### src/rtl/dispatcher_pkg.sv
// dispatcher_pkg: shared types and constants for the round-robin dispatcher
package dispatcher_pkg;
  typedef enum logic {SEL_0, SEL_1} sel_t;
  localparam int BUF_DEPTH = 2;
endpackage

### src/rtl/dispatcher_2_rr_stream_buf.sv
// stream_buf_2: 2-entry registered FIFO with valid/ready-style push and pop
module stream_buf_2
  import dispatcher_pkg::*;
#(
  parameter int DWIDTH = 16
) (
  input  logic              clk,
  input  logic              rst,
  input  logic              push,
  input  logic [DWIDTH-1:0] data_in,
  output logic              space,
  output logic              valid,
  output logic [DWIDTH-1:0] data_out,
  input  logic              pop
);
  logic [1:0] count;
  logic [DWIDTH-1:0] tail;
  logic do_push, do_pop;
  always_comb begin
    space = count < 2'(BUF_DEPTH);
    valid = count != 2'd0;
    do_push = push && space;
    do_pop = pop && valid;
  end
  always_ff @(posedge clk) begin
    if (rst) count <= 2'd0;
    else count <= count + {1'b0, do_push} - {1'b0, do_pop};
  end
  // Head is loaded on an empty push, a push replacing a leaving head, or a shift from tail.
  always_ff @(posedge clk) begin
    if (do_pop && count == 2'd2) data_out <= tail;
    else if (do_push && (count == 2'd0 || do_pop)) data_out <= data_in;
    if (do_push && count == 2'd1 && !do_pop) tail <= data_in;
  end
endmodule

### src/rtl/dispatcher_2_rr.sv
// dispatcher_2_rr: round-robin 1-to-2 stream dispatcher skipping full outputs
module dispatcher_2_rr
  import dispatcher_pkg::*;
#(
  parameter int DWIDTH = 16,
  parameter bit PRIORITY_0 = 1'b1
) (
  input  logic              clk,
  input  logic              rst,
  input  logic              in_valid,
  input  logic [DWIDTH-1:0] in_data,
  output logic              in_ready,
  output logic              out_0_valid,
  output logic [DWIDTH-1:0] out_0_data,
  input  logic              out_0_ready,
  output logic              out_1_valid,
  output logic [DWIDTH-1:0] out_1_data,
  input  logic              out_1_ready
);
  localparam sel_t LAST_RST = PRIORITY_0 ? SEL_1 : SEL_0;
  sel_t last_sel, pick;
  logic space_0, space_1, accept;
  always_comb begin
    in_ready = !rst && (space_0 || space_1);
    accept = in_valid && in_ready;
    pick = (space_0 && space_1) ? ((last_sel == SEL_0) ? SEL_1 : SEL_0)
         : (space_0 ? SEL_0 : SEL_1);
  end
  always_ff @(posedge clk) begin
    if (rst) last_sel <= LAST_RST;
    else if (accept) last_sel <= pick;
  end
  stream_buf_2 #(.DWIDTH(DWIDTH)) u_buf_0 (
    .clk(clk), .rst(rst), .push(accept && pick == SEL_0), .data_in(in_data),
    .space(space_0), .valid(out_0_valid), .data_out(out_0_data), .pop(out_0_ready)
  );
  stream_buf_2 #(.DWIDTH(DWIDTH)) u_buf_1 (
    .clk(clk), .rst(rst), .push(accept && pick == SEL_1), .data_in(in_data),
    .space(space_1), .valid(out_1_valid), .data_out(out_1_data), .pop(out_1_ready)
  );
endmodule

### config.mk
export PLATFORM = sky130hd
export DESIGN_NAME = dispatcher_2_rr
export DESIGN_NICKNAME = d
export VERILOG_FILES = /design/src/rtl/dispatcher_pkg.sv /design/src/rtl/dispatcher_2_rr_stream_buf.sv /design/src/rtl/dispatcher_2_rr.sv
export SDC_FILE = /design/constraint.sdc
export NUM_CORES = 1
export LEC_CHECK = 0
export CAP_MARGIN = 25
export CORE_ASPECT_RATIO = 1.1
export CORE_MARGIN = 2
export CORE_UTILIZATION = 46
export CTS_BUF_LIST = sky130_fd_sc_hd__clkbuf_16
export DETAILED_ROUTE_END_ITERATION = 8
export PLACE_DENSITY = 0.76
export SYNTH_ARGS = -nofsm -noshare
export SYNTH_HDL_FRONTEND = slang
export SYNTH_SLANG_ARGS = --single-unit
### constraint.sdc
create_clock -name clk -period 3 [get_ports clk]
set_clock_uncertainty 0.2 [all_clocks]
set_input_delay 0.9 -clock clk [delete_from_list [all_inputs] [get_ports clk]]
set_output_delay 0.9 -clock clk [all_outputs]
set_load 0.02 [all_outputs]
# Word-level counts from Yosys, hierarchy flattened
# Index checks and enable logic that the tools add are counted.
[op_classes] addsub=4 multipliers=0 div=0 n_lt_le_gt_ge=2 n_eq_ne=4 shifts=0 muxes=7 bitwise_logic=1 n_reduce_logical=29
[op_table] op="16-bit 2-to-1 mux" n=4
[op_table] op="1-bit logical AND" n=17
[op_table] op="2-bit nonzero test" n=4
[op_table] op="2-bit by 1-bit adder with 2-bit output" n=2
[op_table] op="2-bit by 1-bit == test with 1-bit output, second input constant" n=2
[op_table] op="2-bit == test, second input constant" n=2
[op_table] op="2-bit zero test" n=2
[op_table] op="2-bit less-than comparator, second input constant" n=2
[op_table] op="2-bit by 1-bit subtractor with 2-bit output" n=2
[op_table] op="1-bit zero test" n=3
[op_table] op="1-bit logical OR" n=3
[op_table] op="1-bit 2-to-1 mux" n=3
[op_table] op="1-bit inverter" n=1
[word_totals] register_bits=69 latch_bits=0 ram_bits=0 romBits=0 in_bits=21 out_inout_bits=35 elab_cells=54 memories=0

# Logic depth before layout (Yosys ltp)
# Gate-level depths: netlist of the first run.
[logic_depth] depth_word=9 mapped_depth=6 ltp_nobuf=6

# By module
# Synthesis of the first run repeated with hierarchy kept, for this count alone.
[unflattened] hier_cells=152 area_unflattened_um2=2810.2
[by_module_without_submodules] mod="stream_buf_2" n_inst=2 cells_per_inst=71 area_per_inst_um2=1368.8 seq_area_each_um2=1001.0
[by_module_without_submodules] mod="dispatcher_2_rr" n_inst=1 cells_per_inst=10 area_per_inst_um2=72.6 seq_area_each_um2=20.0

# Worst setup path after synthesis of the first run
# No wires, ideal clock.
[synth_path] path_kind="input-to-reg" start="input in_valid" end="register u_buf_0.data_out[0], enable pin" setup_time_ns=0.411 arrival_time_ns=2.350 t_required_ns=2.389 setup_slack_ns=0.039 path_stages=3 n_path_buf=0 cell_sequence="nand2b_1 nand3b_1 o21ai_0"
[synth_between] elab_chain_len=5
[synth_rtl] item="from (decl)" line_no="dispatcher_2_rr.sv:10" source="input logic in_valid,"
[synth_rtl] item="1-bit logical AND" line_no="dispatcher_2_rr.sv:25" source="accept = in_valid && in_ready;"
[synth_rtl] item="1-bit logical AND" line_no="dispatcher_2_rr.sv:34" source=".clk(clk), .rst(rst), .push(accept && pick == SEL_0), .data_in(in_data),"
[synth_rtl] item="1-bit logical AND" line_no="dispatcher_2_rr_stream_buf.sv:22" source="do_push = push && space;"
[synth_rtl] item="1-bit logical AND" line_no="dispatcher_2_rr_stream_buf.sv:32" source="else if (do_push && (count == 2'd0 || do_pop)) data_out <= data_in;"
[synth_rtl] item="2-bit nonzero test (no source line)"
[synth_rtl] item="to (signal assigned)" line_no="dispatcher_2_rr_stream_buf.sv:31" source="if (do_pop && count == 2'd2) data_out <= tail;"
[synth_rtl] item="to (signal assigned)" line_no="dispatcher_2_rr_stream_buf.sv:32"
[synth_rtl] item="to (decl)" line_no="dispatcher_2_rr_stream_buf.sv:13" source="output logic [DWIDTH-1:0] data_out,"
# No other way between the ends.
# A chain may end at the register's enable or synchronous reset.

# Worst setup path after layout of the first run
[layout_path] start="input rst" end="output in_ready"
[layout_between] elab_chain_len=2
[layout_rtl] item="from (decl)" line_no="dispatcher_2_rr.sv:9" source="input logic rst,"
[layout_rtl] item="1-bit zero test" line_no="dispatcher_2_rr.sv:24" source="in_ready = !rst && (space_0 || space_1);"
[layout_rtl] item="1-bit logical AND" line_no="dispatcher_2_rr.sv:24"
[layout_rtl] item="to (decl)" line_no="dispatcher_2_rr.sv:12" source="output logic in_ready,"
# No other way between the ends.

==> summary.md, run 1 <==
| Metric | Value |
|---|---|
| Status | `finished clean` |
| Hold buffers post-CTS | `0` |
| Die footprint | `6630 um^2` |
| Cell Area, Synth | `2760 um^2` |
| Seq pwr share | `39.1%` |
| Core Area | `5770 um^2` |
| Commonest non-fill, non-tap cell in the layout | `edfxtp_1` |
| CTS clk-pin slew, worst paths | `0.05 ns` |
| Clk sinks | `69` |
| Sw frac | `27.3%` |
| Worst path arrival time | `1.77 ns` |
| Nets | `237` |
| DRT antenna net count | `0` |
| CP required | `1.90 ns` |
| Pre-Repair DR Iteration Count | `4` |
| FF-to-FF End | `u_buf_0.count[1]$_SDFF_PP0_` |
| Nature of the critical path startpoint | `input pin` |
| Most frequent cells in the layout | `64 x edfxtp_1, 54 x clkdlybuf4s50_1, 18 x mux2_4` |
| Area share of the largest cell type after synthesis | `69.7%` |
| Die Ht | `85.2 um` |
| DRC violations left | `0` |
| Pint | `2.46 mW` |
| Post-route design area | `3800 um^2` |
| Diode count | `0` |
| # H-tree levels | `3` |
| Slew @ Worst Pin | `0.350 ns` |
| Dominant cell type by area after synthesis | `edfxtp_1` |
| Seq/Total Area, Yosys | `73.3%` |
| Worst r2r src | `u_buf_0.count[1]$_SDFF_PP0_` |
| Initial antenna violation count | `0` |
| DP HPWL | `2860 um` |
| Starting DRC count in detailed routing | `56` |
| Yosys warnings | `0` |
| Mapped Cells | `144` |
| Reg2reg setup slack | `0.96 ns` |
| Clock share of power | `33.0%` |
| Largest net degree at the start of global routing | `18` |
| CP max FO | `2` |
| Relative slew slack | `76.7%` |
| Final Core Density | `65.8%` |
| Area contributors post-synth | `edfxtp_1 70%, mux2_4 9.8%, mux2_2 5.3%` |
| Grt peak-use layer | `met2` |
| CP cell instances | `clkdlybuf4s50_1 > a21oi_1 > dlygate4sd2_1` |
| Vias | `1,442` |
| Static Leak | `1.40 nW` |
| TritonCTS clock tree | `built` |
| Placed cell count | `280` |
| MaxCap Viol Count | `0` |
| Placed cell areas | `3480 um^2` |
| Hold Fails Final Rpt | `0` |
| Met3 global-route usage | `4.57%` |
| Setup Viol. Count Final | `0` |
| Tot GR Track Use | `14.7%` |
| Area Overhead vs Synth | `37.7%` |
| Synth cell types | `26` |
| Worst vdd rail ir drop | `0.569 mV` |
| Pre-CTS WS | `-0.158 ns` |
| Sum Neg Setup Slack | `0 ns` |
| Final Critical Period | `2.87 ns` |
| Pwr dens | `889 nW/um^2` |
| Switching power | `920 uW` |
| Routability congestion estimate | `0.692` |
| Post-DR vias/cell | `4.87` |
| Largest stage delay on the critical path | `0.41 ns` |
| Tcrit/Tclk final | `95.8%` |
| Setup CP Type | `input pin to output pin` |
| GR Util met2 | `24.0%` |
| Final std cells w/o fill | `296` |
| Syn_area_per_cell | `19.2 um^2` |
| Hold Crit Class | `flop to flop` |
| Inserted Clock Buffers | `9` |
| Layout cells sized above 1 | `29.2%` |
| Slew Viols, Final | `0` |
| Met1 Use GR | `18.0%` |
| Worst-Skew Late Latency | `0.32 ns` |
| CP max stage cell | `clkdlybuf4s50_1` |
| PortBufs | `55` |
| Number of global-route vias before repair | `1,412` |
| Post-Route WL | `4540 um` |
| Synthesized flop and latch total | `69` |
| First-pass GRT wire length | `7220 um` |
| Logic pwr share | `27.9%` |
| Worst r2r path cells | `6` |
| Clock root buffer | `clkbuf_16` |
| Final hold slack | `0.335 ns` |
| Syn Nets | `167` |
| Num ports | `56` |
| Initial Utilization | `47.8%` |
| Critical path startpoint | `rst` |
| RSZ-0062 raised after global routing | `no` |
| Width of the die | `77.8 um` |
| DR WL/cell | `15.3 um` |
| Total gr overflow | `0` |
| CTS max path bufs | `2` |
| Critical Path Sink Type | `output pin` |
| PnR Total Power | `3.38 mW` |
| Max Fclk | `348 MHz` |
| Setup ws final | `0.126 ns` |
| Critical Path End | `in_ready` |
| Row count | `29` |
==> synthesized netlist by cell type (all sizes together) <==
cell / number
nand2b: 3
dfxtp: 5
or3: 1
nand2: 1
nand3: 2
nor3: 2
mux2: 35
nor2b: 3
edfxtp: 64
o21ai: 3
nand3b: 1
o211ai: 2
nor2: 5
ha: 2
buf: 2
a31oi: 2
inv: 5
a21oi: 1
and2: 2
or2: 3
==> what timing repair did <==
item / CTS / global route
endpoints found under the setup margin: 1 / 0
setup buffers: 0 / 0
gates resized for setup: 1 / 0
==> routing by layer <==
layer,vias to the layer above,part of all wire [%],wire length [um]
met5,-,0,0
met4,0,1.6,72
met3,6,5.4,246
met2,43,50,2260
met1,692,43,1950
li1,701,-,-
==> critical path: cells and delay by family <==
family / cells / cell delay, ns
AOI/OAI and AO/OA: 1 / 0.11
buffers and inverters: 2 / 0.75
==> registers in the layout, indices dropped and copies added, names as in the netlist <==
register / flops
u_buf_1.count: 2
u_buf_0.count: 2
u_buf_1.tail: 16
u_buf_1.data_out: 16
last_sel: 1
u_buf_0.tail: 16
u_buf_0.data_out: 16
==> logic make-up (layout without fill, tap and decap cells) <==
family,after synthesis,count (layout),synth area share [%]
adder cells (fa/ha/maj),2,2,0.907
flip-flops,69,69,73.3
buffers and inverters,7,82,1.50
AND/OR/NAND/NOR,23,23,5.81
multiplexers,35,35,16.7
AO/OA/AOI/OAI,8,8,1.72
==> final cells by class <==
cell class,count,area [um^2]
clock buffer,9,225
multi-input combinational,68,707
fill,397,1970
tap,77,96.3
sequential,69,2020
timing repair buffer,61,632
clock inverter,7,96.3
inverter,5,18.8
==> power by group through the flow <==
| stage | clock (mW) | sequential [mW] | combinational [mW] |
|---|---|---|---|
| 3_5_place_dp | 0 | 1.34 | 0.952 |
| 5_1_grt | 1.17 | 1.34 | 1.01 |
| 4_1_cts | 1.14 | 1.32 | 0.956 |
| 2_1_floorplan | 0 | 1.47 | 0.419 |
| 3_3_place_gp | 0 | 1.34 | 0.933 |
| 6_report | 1.11 | 1.32 | 0.941 |
==> how the worst min path moves through the flow <==
stage | startpoint | endpoint | slack [ns] | cells after the start
5_1_grt | u_buf_0.tail[14]$_DFFE_PP_ | u_buf_0.data_out[14]$_DFFE_PP_ | 0.36 | 1
3_3_place_gp | u_buf_0.tail[15]$_DFFE_PP_ | u_buf_0.data_out[15]$_DFFE_PP_ | 0.31 | 1
3_5_place_dp | u_buf_0.tail[15]$_DFFE_PP_ | u_buf_0.data_out[15]$_DFFE_PP_ | 0.31 | 1
6_report | last_sel$_SDFFE_PP1N_ | last_sel$_SDFFE_PP1N_ | 0.33 | 2
4_1_cts | last_sel$_SDFFE_PP1N_ | last_sel$_SDFFE_PP1N_ | 0.33 | 2
2_1_floorplan | last_sel$_SDFFE_PP1N_ | last_sel$_SDFFE_PP1N_ | 0.29 | 2
Note: power is estimated with default switching activity, not from simulation.
==> run 2, diff against run 1 <==
Settings changed: CORE_UTILIZATION 46 to 51, PLACE_DENSITY 0.76 to 0.79, SKIP_CTS_REPAIR_TIMING from default to 1.
Clock period 3 ns to 3.15 ns, I/O delays scaled along.
==> run 2 against run 1 <==
  * Flip-flop and latch count is the same
  * Final cell count shrank 0.68%
  * First-iteration DRC count grew 68%
  * Sequential power shrank 5%
  * Register-to-register slack gained 0.10 ns
  * Clock power shrank 13%
  * Power shrank 7.7%
  * Clock-buffer cell count is the same
  * Critical path depth is the same
  * Non-clock buffer count is the same
  * Sequential share of layout area grew 0.78 points
  * Core utilization grew 4.9 points
  * Critical endpoint unchanged
  * Largest power group unchanged
  * Highest routed layer unchanged
==> summary.md, run 2 (synthesized netlist as in run 1, its figures left out) <==
| Metric | Value |
|---|---|
| Status | `finished clean` |
| Largest stage delay on the critical path | `0.42 ns (about the same)` |
| Row count | `28 (-3.4%)` |
| Clk sinks | `69 (unchanged)` |
| Width of the die | `74.1 um (-4.8%)` |
| Setup Viol. Count Final | `0 (unchanged)` |
| DRC violations left | `0 (unchanged)` |
| Core Area | `5290 um^2 (-8.3%)` |
| Final Core Density | `70.7% (+4.9 points)` |
| CP cell instances | `clkdlybuf4s50_1 > a21oi_1 > dlymetal6s2s_1` |
| Starting DRC count in detailed routing | `94 (+68%)` |
| Area Overhead vs Synth | `35.7%` |
| RSZ-0062 raised after global routing | `no` |
| Pre-CTS WS | `-0.116 ns (+0.0428 ns)` |
| # H-tree levels | `3 (unchanged)` |
| Initial antenna violation count | `0 (unchanged)` |
| PortBufs | `55 (unchanged)` |
| Clock root buffer | `clkbuf_16` |
| Worst path bufs/invs | `2 (unchanged)` |
| CP max stage cell | `clkdlybuf4s50_1` |
| MaxCap Viol Count | `0 (unchanged)` |
| TritonCTS clock tree | `built` |
| Top Family by Delay on Critical Path | `buffers and inverters` |
| Layout fillers | `324 (-18%)` |
| Hold Crit Class | `flop to flop` |
| Post-Route WL | `4910 um (+8.3%)` |
| Max Fclk | `348 MHz` |
| Inserted Clock Buffers | `9 (unchanged)` |
| Die Ht | `81.1 um (-4.8%)` |
| Worst vdd rail ir drop | `0.515 mV (-9.4%)` |
| Nets | `237 (unchanged)` |
| Tcrit/Tclk final | `91.3%` |
| Setup CP Type | `input pin to output pin` |
| Nature of the critical path startpoint | `input pin` |
| Worst path arrival time | `1.73 ns (-0.04 ns)` |
| CP max FO | `2 (unchanged)` |
| Tot GR Track Use | `18.3% (+3.6 points)` |
| First-pass GRT wire length | `7680 um (+6.3%)` |
| Largest net degree at the start of global routing | `18 (unchanged)` |
| Pwr dens | `832 nW/um^2 (-6.4%)` |
| Layout cells sized above 1 | `28.3% (-0.91 points)` |
| Pre-Repair DR Iteration Count | `4 (unchanged)` |
| Most frequent cells in the layout | `64 x edfxtp_1, 54 x clkdlybuf4s50_1, 18 x mux2_4` |
| Vias | `1,481 (+2.7%)` |
| Diode count | `0 (unchanged)` |
| Worst-Skew Late Latency | `0.33 ns (about the same)` |
| Slew Viols, Final | `0 (unchanged)` |
| Hold Fails Final Rpt | `0 (unchanged)` |
| DRT antenna net count | `0 (unchanged)` |
| CP required | `2.00 ns (+0.10 ns)` |
| Num ports | `56 (unchanged)` |
| Die footprint | `6010 um^2 (-9.3%)` |
| Setup ws final | `0.275 ns (+0.149 ns)` |
| Initial Utilization | `52.1% (+4.3 points)` |
| Final Critical Period | `2.87 ns` |
| Static Leak | `1.39 nW (-0.98%)` |
| Post-DR vias/cell | `5.04 (+3.4%)` |
| Commonest non-fill, non-tap cell in the layout | `edfxtp_1` |
| CTS max path bufs | `2 (unchanged)` |
| Number of global-route vias before repair | `1,559 (+10%)` |
| Slew @ Worst Pin | `0.344 ns (-0.00539 ns)` |
| Total gr overflow | `0 (unchanged)` |
| Relative slew slack | `77.0% (+0.36 points)` |
| CTS clk-pin slew, worst paths | `0.06 ns (about the same)` |
| DR WL/cell | `16.7 um (+9.1%)` |
| Routability congestion estimate | `0.780 (+13%)` |
| Critical Path Sink Type | `output pin` |
==> run 2: per-stage QoR <==
stage | power, mW | setup TNS, ns | hold slack [ns] | area (um^2) | std cells
after floorplan | 1.80 | 0 | 0.293 | 2760 | 144
after global placement | 2.14 | -0.0927 | 0.306 | 3450 | 278
after detailed placement | 2.18 | -0.116 | 0.330 | 3450 | 278
after CTS | 3.15 | -0.130 | 0.339 | 3740 | 294
after global routing | 3.25 | 0 | 0.354 | 3740 | 294
final | 3.12 | 0 | 0.334 | 3740 | 294
==> run 2: worst register-to-register path: stages (launching register included) <==
cell and delay (ns):
dfxtp_1 0.39, or2_2 0.33, and2_1 0.16, ha_1 0.30, inv_1 0.05, a31oi_1 0.20
mux2_1 0.35
==> run 2: final timing paths <==
| kind | depth (start not counted) | slack [ns] | end | startpoint |
|---|---|---|---|---|
| worst max-delay path | 3 | 0.28 | in_ready | rst |
| worst min-delay path | 1 | 0.33 | u_buf_0.data_out[15]$_DFFE_PP_ | u_buf_0.tail[15]$_DFFE_PP_ |
| worst max register to register | 6 | 1.06 | u_buf_0.count[1]$_SDFF_PP0_ | u_buf_0.count[1]$_SDFF_PP0_ |
| worst min register to register | 1 | 0.33 | u_buf_0.data_out[15]$_DFFE_PP_ | u_buf_0.tail[15]$_DFFE_PP_ |
==> run 2: where the power goes <==
group	internal (mW)	switching, mW	total (mW)	leakage [nW]
Sequential	1.19	0.0665	1.26	0.625
Clock	0.607	0.359	0.966	0.145
Combinational	0.436	0.451	0.888	0.617
==> run 2: metal layers <==
| metal | vias to the layer above | GRT usage (%) | share of wire (%) |
|---|---|---|---|
| met3 | 10 | 6.95 | 4.5 |
| met4 | 0 | 8.36 | 2.2 |
| met1 | 733 | 20.5 | 39 |
| met2 | 39 | 30.9 | 55 |
| li1 | 699 | - | - |
| met5 | - | 0 | 0 |
==> run 2: cell type report <==
cell class              count  area [um^2]  share of cell area [%]
repair buffers             61          611                    16.3
inverters                   5         18.8                   0.502
flip-flops and latches     69         2020                    54.0
clock buffers               9          225                    6.02
multi-input cells          68          707                    18.9
well taps                  75         93.8                    2.51
clock inverters             7         65.1                    1.74
==> run 3, diff against run 2 <==
Settings changed: CTS_BUF_LIST sky130_fd_sc_hd__clkbuf_16 to sky130_fd_sc_hd__clkbuf_8, GPL_TIMING_DRIVEN from default to 0.
==> run 3 against run 2 <==
  * Routed wire length fell by 3.8%
  * Fmax fell by 5.1%
  * Global-route usage fell by 1.1 points
  * Via count fell by 0.88%
  * Die area did not move
  * Sequential share of layout area rose by 2.2 points
  * Worst hold slack got worse by 0.0055 ns
  * Largest power group unchanged
  * Critical endpoint unchanged
  * Clock power fell by 40%
  * First-iteration DRC count rose by 8.5%
  * Highest routed layer unchanged
==> summary.md, run 3 (synthesized netlist as in run 1, its figures left out) <==
| Metric | Value |
|---|---|
| Max Fclk | `330 MHz (-5.1%)` |
| Critical Path Sink Type | `output pin` |
| Worst r2r path cells | `3 (-3)` |
| Pwr dens | `754 nW/um^2 (-9.4%)` |
| Die Ht | `81.1 um (unchanged)` |
| Final Critical Period | `3.03 ns (+0.155 ns)` |
| Relative slew slack | `40.4% (-37 points)` |
| # H-tree levels | `3 (unchanged)` |
| Area Overhead vs Synth | `30.5%` |
| Pre-Repair DR Iteration Count | `4 (unchanged)` |
| Diode count | `0 (unchanged)` |
| Largest net degree at the start of global routing | `17 (-1)` |
| Clock root buffer | `clkbuf_8` |
| Sum Neg Setup Slack | `0 ns (unchanged)` |
| Initial antenna violation count | `0 (unchanged)` |
| DP HPWL | `3400 um` |
| RSZ-0062 raised after global routing | `no` |
| Setup CP Type | `input pin to output pin` |
| Routability congestion estimate | `0.802 (+2.9%)` |
| Reg2reg setup slack | `0.84 ns (-0.22 ns)` |
| Final Core Density | `68.0% (-2.7 points)` |
| Num ports | `56 (unchanged)` |
| Nature of the critical path startpoint | `input pin` |
| FF-to-FF End | `u_buf_1.data_out[0]$_DFFE_PP_` |
| Placed cell count | `276 (-0.72%)` |
| PortBufs | `55 (unchanged)` |
| Final std cells w/o fill | `292 (-0.68%)` |
| Worst-Skew Late Latency | `0.33 ns (about the same)` |
| Slew @ Worst Pin | `0.893 ns (+0.549 ns)` |
| Worst path bufs/invs | `2 (unchanged)` |
| Worst Min Path Start | `u_buf_0.tail[15]$_DFFE_PP_` |
| Inserted Clock Buffers | `9 (unchanged)` |
| Layout cells sized above 1 | `27.6% (-0.66 points)` |
| Static Leak | `1.32 nW (-4.6%)` |
| TritonCTS clock tree | `built` |
| CP cell instances | `clkdlybuf4s50_1 > a21oi_1 > dlymetal6s2s_1` |
| Largest stage delay on the critical path | `0.54 ns (+0.12 ns)` |
| CP max stage cell | `clkdlybuf4s50_1` |
| Row count | `28 (unchanged)` |
| DRT antenna net count | `0 (unchanged)` |
| Status | `finished clean` |
| Setup Viol. Count Final | `0 (unchanged)` |
| Clk sinks | `69 (unchanged)` |
| DR WL/cell | `16.2 um (-3.1%)` |
| Worst path depth | `3 (unchanged)` |
| Vias | `1,468 (-0.88%)` |
| MaxCap Viol Count | `0 (unchanged)` |
| Top Family by Delay on Critical Path | `buffers and inverters` |
| Commonest non-fill, non-tap cell in the layout | `edfxtp_1` |
| Tot GR Track Use | `17.3% (-1.1 points)` |
| Number of global-route vias before repair | `1,534 (-1.6%)` |
| Initial Utilization | `52.1% (unchanged)` |
| Tcrit/Tclk final | `96.2% (+4.9 points)` |
| Worst r2r src | `u_buf_0.count[1]$_SDFF_PP0_` |
| Most frequent cells in the layout | `64 x edfxtp_1, 54 x clkdlybuf4s50_1, 18 x mux2_4` |
| Post-Route WL | `4730 um (-3.8%)` |
| Width of the die | `74.1 um (unchanged)` |
| Critical path startpoint | `rst` |
| Nets | `235 (-0.84%)` |
| Hold Fails Final Rpt | `0 (unchanged)` |
| Core Area | `5290 um^2 (unchanged)` |
| CTS max path bufs | `2 (unchanged)` |
| Worst vdd rail ir drop | `0.453 mV (-12%)` |
| DRC violations left | `0 (unchanged)` |
| CTS clk-pin slew, worst paths | `0.07 ns (about the same)` |
| Post-DR vias/cell | `5.03 (-0.20%)` |
| First-pass GRT wire length | `7440 um (-3.1%)` |
| Starting DRC count in detailed routing | `102 (+8.5%)` |
| Hold Crit Class | `flop to flop` |
| CP required | `2.00 ns (about the same)` |
| Critical Path End | `in_ready` |
| Die footprint | `6010 um^2 (unchanged)` |
| Total gr overflow | `0 (unchanged)` |
| Worst path arrival time | `1.88 ns (+0.15 ns)` |
| CP max FO | `8 (+6)` |
| Slew Viols, Final | `0 (unchanged)` |
==> run 3: stage by stage <==
step	setup slack, ns	total power, mW	hold WS (ns)	instance area, um^2
2_1_floorplan	0.144	1.80	0.293	2760
3_3_place_gp	-1.08	2.11	0.307	3400
3_5_place_dp	-0.267	2.16	0.312	3440
4_1_cts	-0.280	2.73	0.330	3600
5_1_grt	0.0502	2.85	0.357	3600
6_report	0.120	2.71	0.328	3600
==> run 3: area by class of cell <==
type	instances	area [um^2]
multi-input cells	68	707
fillers	349	1690
inverters	5	18.8
well taps	75	93.8
clock inverters	7	35.0
flip-flops and latches	69	2020
plain buffers	2	22.5
repair buffers	57	576
clock buffers	9	124
==> run 3: power by group <==
group	total, mW	internal [mW]	switching [mW]
sequential	1.26	1.20	0.0669
clock	0.579	0.274	0.305
combinational	0.873	0.421	0.453
==> run 3: worst min path at each step <==
| stage | endpoint | cells past startpoint | slack [ns] |
|---|---|---|---|
| after floorplan | last_sel$_SDFFE_PP1N_ | 2 | 0.29 |
| after global placement | last_sel$_SDFFE_PP1N_ | 2 | 0.31 |
| after detailed placement | u_buf_0.data_out[15]$_DFFE_PP_ | 1 | 0.31 |
| after CTS | u_buf_0.data_out[15]$_DFFE_PP_ | 1 | 0.33 |
| after global routing | u_buf_0.data_out[15]$_DFFE_PP_ | 1 | 0.36 |
| final | u_buf_0.data_out[15]$_DFFE_PP_ | 1 | 0.33 |
==> run 3: layer usage <==
metal  global-route usage (%)  vias up  routed length, um
met1                     20.2      723               1880
met4                     8.73        0                 75
met3                     4.34        7                193
met2                     29.4       46               2580
met5                        0        -                  0
li1                         -      692                  -
